==> src/rtl/line_sensor_pkg.sv <==
// Shared constants and state encoding for the line sensor processing slice.
package line_sensor_pkg;
  localparam int VAL_W = 12;
  localparam int ERR_W = 13;
  localparam int SUM_W = 14;

  localparam int DEF_SAMPLE_DIV = 50000;
  localparam logic [VAL_W-1:0] DEF_THRESH_HI = 12'd1500;
  localparam logic [VAL_W-1:0] DEF_THRESH_LO = 12'd1300;
  localparam int DEF_NODE_COUNT = 4;
  localparam int DEF_LOST_COUNT = 16;

  localparam logic [1:0] ST_FOLLOW = 2'd0;
  localparam logic [1:0] ST_NODE   = 2'd1;
  localparam logic [1:0] ST_LOST   = 2'd2;

  typedef enum logic [1:0] {
    FOLLOW = ST_FOLLOW,
    NODE   = ST_NODE,
    LOST   = ST_LOST
  } track_state_t;
endpackage

==> src/rtl/line_channel_filter.sv <==
// One ADC channel: two-stage re-timing, 4-sample moving average, hysteresis bit.
module line_channel_filter
  import line_sensor_pkg::*;
#(
  parameter logic [VAL_W-1:0] THRESH_HI = DEF_THRESH_HI,
  parameter logic [VAL_W-1:0] THRESH_LO = DEF_THRESH_LO
) (
  input  logic             clk_50M,
  input  logic             reset,
  input  logic [VAL_W-1:0] raw,
  input  logic             capture,
  output logic             stable,
  output logic [VAL_W-1:0] avg,
  output logic             on_line
);
  logic [VAL_W-1:0]         s1;
  logic [VAL_W-1:0]         s2;
  logic [3:0][VAL_W-1:0]    hist;
  logic [SUM_W-1:0]         sum;
  logic [SUM_W-1:0]         sum_next;
  logic [VAL_W-1:0]         avg_next;

  assign stable   = (s1 == s2);
  // Intermediate wrap is harmless: the final sum always fits in 14 bits.
  assign sum_next = sum + {2'b00, s2} - {2'b00, hist[3]};
  assign avg_next = sum_next[SUM_W-1:2];
  assign avg      = sum[SUM_W-1:2];

  always_ff @(posedge clk_50M) begin
    if (reset) begin
      s1      <= '0;
      s2      <= '0;
      hist    <= '0;
      sum     <= '0;
      on_line <= 1'b0;
    end else begin
      s1 <= raw;
      s2 <= s1;
      if (capture) begin
        hist <= {hist[2:0], s2};
        sum  <= sum_next;
        // Threshold the new average on the capture edge so the bit is ready with avg.
        if (avg_next >= THRESH_HI) begin
          on_line <= 1'b1;
        end else if (avg_next < THRESH_LO) begin
          on_line <= 1'b0;
        end
      end
    end
  end
endmodule

==> src/rtl/line_sensor_processor.sv <==
// Sample-rate capture, error subtractor and node/line-loss tracking over three channels.
module line_sensor_processor
  import line_sensor_pkg::*;
#(
  parameter int               SAMPLE_DIV = DEF_SAMPLE_DIV,
  parameter logic [VAL_W-1:0] THRESH_HI  = DEF_THRESH_HI,
  parameter logic [VAL_W-1:0] THRESH_LO  = DEF_THRESH_LO,
  parameter int               NODE_COUNT = DEF_NODE_COUNT,
  parameter int               LOST_COUNT = DEF_LOST_COUNT
) (
  input  logic              clk_50M,
  input  logic              reset,
  input  logic [11:0]       left_value,
  input  logic [11:0]       center_value,
  input  logic [11:0]       right_value,
  output logic [2:0]        line_pattern,
  output logic signed [12:0] position_error,
  output logic              sample_valid,
  output logic              node_detected,
  output logic              line_lost,
  output logic [7:0]        node_count,
  output logic [1:0]        fsm_state
);
  localparam int TICK_W = (SAMPLE_DIV > 1) ? $clog2(SAMPLE_DIV) : 1;
  localparam logic [TICK_W-1:0] TICK_LAST = TICK_W'(SAMPLE_DIV - 1);
  localparam int RUN_W = 8;
  localparam logic [RUN_W-1:0] NODE_N  = RUN_W'(NODE_COUNT);
  localparam logic [RUN_W-1:0] LOST_N  = RUN_W'(LOST_COUNT);
  localparam logic [RUN_W-1:0] RUN_ONE = RUN_W'(1);

  logic [TICK_W-1:0] tick_cnt;
  logic              tick;
  logic              pending;
  logic              capture;
  logic              cap_d1;
  logic [2:0]        fill;
  logic              valid_now;
  logic              all_stable;
  logic              l_stable, c_stable, r_stable;
  logic              l_on, c_on, r_on;
  logic [VAL_W-1:0]  l_avg, r_avg;
  logic [2:0]        pattern;
  logic [RUN_W-1:0]  ones_run, ones_next;
  logic [RUN_W-1:0]  zeros_run, zeros_next;
  logic              node_hit;
  track_state_t      state, state_next;

  line_channel_filter #(.THRESH_HI(THRESH_HI), .THRESH_LO(THRESH_LO)) u_left (
    .clk_50M(clk_50M), .reset(reset), .raw(left_value), .capture(capture),
    .stable(l_stable), .avg(l_avg), .on_line(l_on)
  );
  line_channel_filter #(.THRESH_HI(THRESH_HI), .THRESH_LO(THRESH_LO)) u_center (
    .clk_50M(clk_50M), .reset(reset), .raw(center_value), .capture(capture),
    .stable(c_stable), .avg(), .on_line(c_on)
  );
  line_channel_filter #(.THRESH_HI(THRESH_HI), .THRESH_LO(THRESH_LO)) u_right (
    .clk_50M(clk_50M), .reset(reset), .raw(right_value), .capture(capture),
    .stable(r_stable), .avg(r_avg), .on_line(r_on)
  );

  assign all_stable = l_stable & c_stable & r_stable;
  assign tick       = (tick_cnt == TICK_LAST);
  // A tick waits in pending until all channels agree; overlapping ticks merge into one capture.
  assign capture    = (tick | pending) & all_stable;
  assign valid_now  = cap_d1 & (fill == 3'd4);
  assign pattern    = {l_on, c_on, r_on};
  assign line_lost  = (state == LOST);
  assign fsm_state  = state;

  always_comb begin
    state_next = state;
    ones_next  = ones_run;
    zeros_next = zeros_run;
    node_hit   = 1'b0;
    if (valid_now) begin
      ones_next  = (pattern != 3'b111) ? '0 : (ones_run == NODE_N) ? ones_run : ones_run + RUN_ONE;
      zeros_next = (pattern != 3'b000) ? '0 : (zeros_run == LOST_N) ? zeros_run : zeros_run + RUN_ONE;
      case (state)
        FOLLOW: begin
          if (ones_next == NODE_N) begin
            state_next = NODE;
            node_hit   = 1'b1;
          end else if (zeros_next == LOST_N) begin
            state_next = LOST;
          end
        end
        NODE: begin
          if (zeros_next == LOST_N) state_next = LOST;
          else if (pattern != 3'b111) state_next = FOLLOW;
        end
        LOST:    if (pattern != 3'b000) state_next = FOLLOW;
        default: state_next = FOLLOW;
      endcase
    end
  end

  always_ff @(posedge clk_50M) begin
    if (reset) begin
      tick_cnt       <= '0;
      pending        <= 1'b0;
      cap_d1         <= 1'b0;
      fill           <= '0;
      sample_valid   <= 1'b0;
      node_detected  <= 1'b0;
      line_pattern   <= '0;
      position_error <= '0;
      ones_run       <= '0;
      zeros_run      <= '0;
      node_count     <= '0;
      state          <= FOLLOW;
    end else begin
      tick_cnt      <= tick ? '0 : tick_cnt + TICK_W'(1);
      pending       <= (tick | pending) & ~all_stable;
      cap_d1        <= capture;
      sample_valid  <= valid_now;
      node_detected <= node_hit;
      ones_run      <= ones_next;
      zeros_run     <= zeros_next;
      state         <= state_next;
      if (capture && fill != 3'd4) fill <= fill + 3'd1;
      if (valid_now) begin
        line_pattern   <= pattern;
        position_error <= $signed({1'b0, r_avg}) - $signed({1'b0, l_avg});
      end
      if (node_hit && node_count != 8'hFF) node_count <= node_count + 8'd1;
    end
  end
endmodule

==> config.mk <==
export PLATFORM = sky130hd
export DESIGN_NAME = line_sensor_processor
export DESIGN_NICKNAME = d
export VERILOG_FILES = /design/src/rtl/line_sensor_pkg.sv /design/src/rtl/line_channel_filter.sv /design/src/rtl/line_sensor_processor.sv
export SDC_FILE = /design/constraint.sdc
export NUM_CORES = 1
export LEC_CHECK = 0
export ABC_CLOCK_PERIOD_IN_PS = 9100
export CAP_MARGIN = 20
export CORE_AREA = 3 3 202 125
export DETAILED_ROUTE_END_ITERATION = 16
export DIE_AREA = 0 0 205 128
export PLACE_DENSITY = 0.82
export SYNTH_ARGS = -nofsm -noshare
export SYNTH_HDL_FRONTEND = slang
export SYNTH_SLANG_ARGS = --single-unit
==> constraint.sdc <==
create_clock -name clk_50M -period 9.1 [get_ports clk_50M]
set_clock_uncertainty 0.05 [all_clocks]
set_input_delay 2.275 -clock clk_50M [delete_from_list [all_inputs] [get_ports clk_50M]]
set_output_delay 2.275 -clock clk_50M [all_outputs]
set_load 0.02 [all_outputs]
; Yosys cells after proc, flatten, opt, wreduce, memory -nomap -nowiden
; Cells that the tools add are included.
[totals]
reg_bits = 326
inputBits = 38
out_inout_bits = 29
elab_cells = 109
[op_classes]
addsub = 12
order_cmp = 6
eq_ne = 17
muxes = 19
bitwise_logic = 7
n_reduce_logical = 12
[ops]
columns = cell, n
row1 = $add 14x12->14, 3
row2 = $sub 14x12->14, 3
row3 = $eq 12x12->1, 3
row4 = $ge 12x11->1 const B, 3
row5 = $lt 12x11->1 const B, 3
row6 = $mux 8, 4
row7 = $add 8x1->8 const B, 3
row8 = $add 16x1->16 const B, 1
row9 = $eq 16x16->1 const B, 1
row10 = $eq 8x3->1 const B, 2
row11 = $eq 8x5->1 const B, 2
row12 = $sub 12x12->13, 1
row13 = $ne 3x3->1 const B, 4
row14 = $mux 2, 5
row15 = $mux 1, 9
row16 = $ne 8x8->1 const B, 1
row17 = $pmux 2 s3, 1
row18 = $reduce_and 2->1, 3
row19 = $reduce_bool 2->1, 3
row20 = $and 1x1->1, 5
row21 = $reduce_and 4->1, 1
row22 = $add 3x1->3 const B, 1
row23 = $eq 3x3->1 const B, 1
row24 = $reduce_bool 3->1, 1
row25 = 8 further kinds, 9

; Longest topological paths before layout
[logic_depth]
word_depth = 8
mapped_depth = 14
mapped_depth_nobuf = 14

; Cells and area by module
; A second synthesis with hierarchy kept.
[hier_totals]
hier_cells = 1786
hier_area_um2 = 16276.9
[modules_own_cells]
columns = mod, n_inst, cells_each, area_each_um2, seq_area_each_um2
row1 = line_channel_filter at u_center ..., 2, 446, 4226.6, 1741.7
row2 = line_channel_filter at u_left, 1, 446, 4192.8, 1741.7
row3 = line_sensor_processor, 1, 448, 3631.0, 1301.2

; Worst setup path before layout
; No wires, ideal clock.
[synth_timing]
kind = input port to flip-flop
startpoint = input port reset
endpoint = register fill[0]
setup_ns = 0.128
t_arrival_ns = 3.433
t_required_ns = 8.922
slack_ns = 5.490
cell_stages = 5
path_buffers = 4
path_cell_list = clkbuf_1 > clkbuf_1 > clkbuf_1 > clkbuf_1 > nor2_1
[synth_lines]
columns = element, line_no
row1 = from (decl), line_sensor_processor.sv:12  ; input logic reset,
row2 = to (signal assigned), line_sensor_processor.sv:120  ; if (capture && fill != 3'd4) fill <= fill + 3'd1;
row3 = to (decl), line_sensor_processor.sv:36  ; logic [2:0] fill;
; No word-level cell between the ends.

; Final worst setup path
[layout_timing]
startpoint = register state[1] (netlist: fsm_state[1])
endpoint = output port line_lost
[layout_between]
elab_chain_len = 1
[layout_lines]
columns = element, line_no
row1 = from (decl), line_sensor_processor.sv:46  ; track_state_t state, state_next;
row2 = from (signal assigned), line_sensor_processor.sv:119  ; state <= state_next;
row3 = $eq 2x2->1, line_sensor_processor.sv:67  ; assign line_lost = (state == LOST);
row4 = to (decl), line_sensor_processor.sv:20  ; output logic line_lost,
; Every way passes these cells.

==> metrics.md <==
| Metric | Value |
|---|---|
| Initial antenna violation count | `0` |
| Starting density of the core | `0.665` |
| Switching power share of the total | `0.239` |
| CTS tree | `built` |
| Share of the yosys chip area belonging to registers | `0.422` |
| HPWL after detailed placement | `23.3 mm` |
| Status | `completed` |
| Wire length on met3 | `2.23 mm` |
| Cell depth of the worst flop-to-flop path | `8` |
| Total iterations of the first detailed-routing run | `6` |
| Total CTS buffers | `28` |
| Post-synth ARST share | `0` |
| Number of nets in the layout | `2030` |
| Sinks on the clock net | `326` |
| Kind of start point of the critical path | `register` |
| Fraction of layout instances using a drive strength above 1 | `0.0407` |
| Detail-routed net length per standard cell | `15.1 µm` |
| Design internal power | `2270 µW` |
| I/O pins | `67` |
| Antenna diodes | `0` |
| Worst setup slack after layout | `4.98 ns` |
| Sum of met2 wire segment lengths after detailed routing | `14.2 mm` |
| Yosys cell types | `72` |
| Full die area | `26200 µm²` |
| Vias | `12400` |
| Worst slew margin relative to its limit | `0.331` |
| Area added between synthesis and finish | `11.4%` |
| Std cell rows | `43` |
| Clk network pwr share | `0.428` |
| Crit path launch | `fsm_state[1]` |
| Antenna violation net count after detailed routing | `0` |
| R2R Setup Slk | `5.04 ns` |
| Maximum count of clock buffers along a single path | `3` |
| Number of hold violations in the final report | `0` |
| Pwr/cell area | `173 nW/µm²` |
| Switching power | `714 µW` |
| Slew at the pin closest to its max-slew limit | `1.00 ns` |
| DIE HEIGHT | `128 µm` |
| Clk slew on worst S/H paths | `0.07 ns` |
| Critical setup path kind | `reg -> out` |
| Max-slew violation total from the final report | `0` |
| Combinational group share of total power | `0.084` |
| #FFs+latches synth | `326` |
| Critical-path maximum fanout | `7` |
| Number of violations of the max-capacitance limit | `0` |
| Delay of the slowest cell on the worst path | `0.60 ns` |
| Worst endpoint required time | `6.78 ns` |
| Post-cts gate resize count | `0` |
| Synth Cell Area | `15500 µm²` |
| Critical path arrival | `1.79 ns` |
| Input/output buffers | `66` |
| Residual DRC count | `0` |
| Cell types with the largest area share after synthesis | `dfxtp_1 42%, nand2_1 9.3%, a21oi_1 7.5%, ha_1 5.0%, fa_1 4.8%` |
| Final period utilization | `0.452` |
| Cell family with the largest share of critical-path delay | `buffers and inverters` |
| Reg-to-reg endpoint | `fill[0]` |
| Top cell type's share of synthesized area | `0.422` |
| Worst path depth | `2` |
| Pin count of the biggest net entering global routing | `161` |
| Count of buffer and inverter cells on the critical path | `1` |
| Routed via count divided by cell count | `5.55` |
| Part of the power in registers | `0.489` |
| Latest clock arrival within the worst-skew pair | `0.56 ns` |
| First-pass GRT wire length | `56.0 mm` |
| Total gr overflow | `0` |
| Pre-CTS setup slack | `4.83 ns` |
| Count of yosys warnings during synthesis | `0` |
| Peak supply drop | `0.175 mV` |
| Library cell with the largest summed area after synthesis | `dfxtp_1` |
| Post-synth top cells | `384 x nand2_1, 326 x dfxtp_1, 232 x a21oi_1` |
| Minimum period implied by the final worst setup slack | `4.12 ns` |
| Count leader, synth | `nand2_1` |
| Post-placement cell count | `2177` |
| Post-detailed-routing wire length | `33.6 mm` |
| Leakage power | `0.00630 µW` |
| R2r startpoint | `u_left.s2[6]` |
| Total routed wire length on the met1 layer | `16.6 mm` |
| Hold bufs inserted after CTS | `0` |
| Setup total negative slack | `0 ns` |
| Total of endpoints with negative setup slack in the final report | `0` |
| Crit. End Element | `primary output` |
| Mean cell area of the mapped netlist | `8.23 µm²` |
| Number of design-rule violations left by the first detailed-router iteration | `1131` |
| Core Box Area | `23200 µm²` |
| Number of levels in the clock H-tree | `1` |
| Setup repair after global routing missed its margin | `no` |
| Worst hold-check path type | `reg -> reg` |
| Setup repair bufs after CTS | `0` |
| Clock Root Buffer | `clkbuf_16` |
| Highest metal used | `met4` |
| Critical path destination | `line_lost` |
| Total power | `2980 µW` |
| Post-synth EDFFs | `0` |
| Die width | `205 µm` |
| Max stage delay cell, worst path | `clkdlybuf4s50_1` |
| Fmax | `243 MHz` |
| Crit-path cells | `nor2b_1 -> clkdlybuf4s50_1` |
| Synthesized net count | `2015` |
| Number of global-route vias before repair | `11400` |
| Final standard cell count with taps included and fillers excluded | `2230` |
| Main flop type after synthesis | `dfxtp_1` |
| GRT Util Overall | `0.256` |
| Cells after synthesis | `1878` |
| Final weighted congestion of routability-driven global placement | `0.869` |
## through the flow
step	cell area [µm²]	hold WS, ns	util
detailed placement	16200	0.393	0.697
floorplan	15500	0.380	-
global placement	16200	0.388	0.697
global route	17200	0.413	0.741
CTS	17200	0.402	0.740
finish	17200	0.400	0.741
## layout by cell type, fill, tap and decap left out, drive strengths merged, types with 5 or more instances in the layout
cell and n:
and3 21, nand3 29, ha 62, nor3 23
a211o 5, nand2b 13, or3 11, o21a 8
a21o 7, o311a 5, clkbuf 33, xnor2 69
inv 168, clkinv 6, a31oi 6, dfxtp 326
clkinvlp 7, nor4b 6, o211ai 7, a211oi 14
clkdlybuf4s50 65, nand2 384, fa 37, xor2 27
a21oi 232, o21ai 39, nor2b 86, and4b 6
nor2 112, nand4 19, nor3b 6, buf 9
## kinds of logic (layout without fill, tap and decap cells)
logic type,after synthesis,count (layout),synth area share
DFF,326,326,0.422
and+or+nand+nor,738,738,0.220
AOI/OAI and AO/OA,362,362,0.139
muxes,2,2,0.00129
buffers and inverters,255,292,0.0647
adders and majority gates,99,99,0.0981
xor gates and xnor gates,96,96,0.0544
## layer usage
metal  up-vias  global-route usage
met4         0              0.0514
met1      5737               0.397
met2       373               0.379
met3        49              0.0416
met5         -                   0
li1       6208                   -
## layout make-up
class / count / area, µm²
multi-input cells: 1297 / 7940
flip-flops and latches: 326 / 6530
fillers: 1784 / 6020
clock buffers: 33 / 759
repair buffers: 74 / 733
inverters: 166 / 623
well taps: 315 / 394
clock inverters: 19 / 243
## tightest hold or removal path, delay by kind of cell, from the launching register on
kind	cells	cell delay [ns]
compound gates	1	0.05
simple gates	1	0.05
flops	1	0.31
## registers in the layout, summed over array words and instances (netlist names), 13 cells and up
| register | cells |
|---|---|
| u_left.sum | 14 |
| u_right.sum | 14 |
| u_center.sum | 14 |
| u_right.hist | 48 |
| position_error | 13 |
| u_left.hist | 48 |
| tick_cnt | 16 |
| u_center.hist | 48 |
## power by group through the flow
stage / Sequential, µW / Clock (µW) / Combinational (µW)
after floorplan: 1480 / 0 / 185
after global placement: 1490 / 0 / 237
after detailed placement: 1490 / 0 / 244
after CTS: 1460 / 1300 / 246
after global routing: 1460 / 1350 / 275
final: 1460 / 1280 / 250
## how the worst min path moves through the flow
stage | start | to | cells past startpoint
CTS | u_left.sum[4] | u_left.sum[4] | 2
floorplan | tick_cnt[0] | tick_cnt[0] | 1
global route | position_error[5] | position_error[5] | 2
detailed placement | u_left.hist[4] | u_left.hist[4] | 2
global placement | u_center.sum[2] | u_center.sum[2] | 2
finish | u_center.hist[24] | u_center.hist[24] | 2
Power figures use the tool's default switching activity.
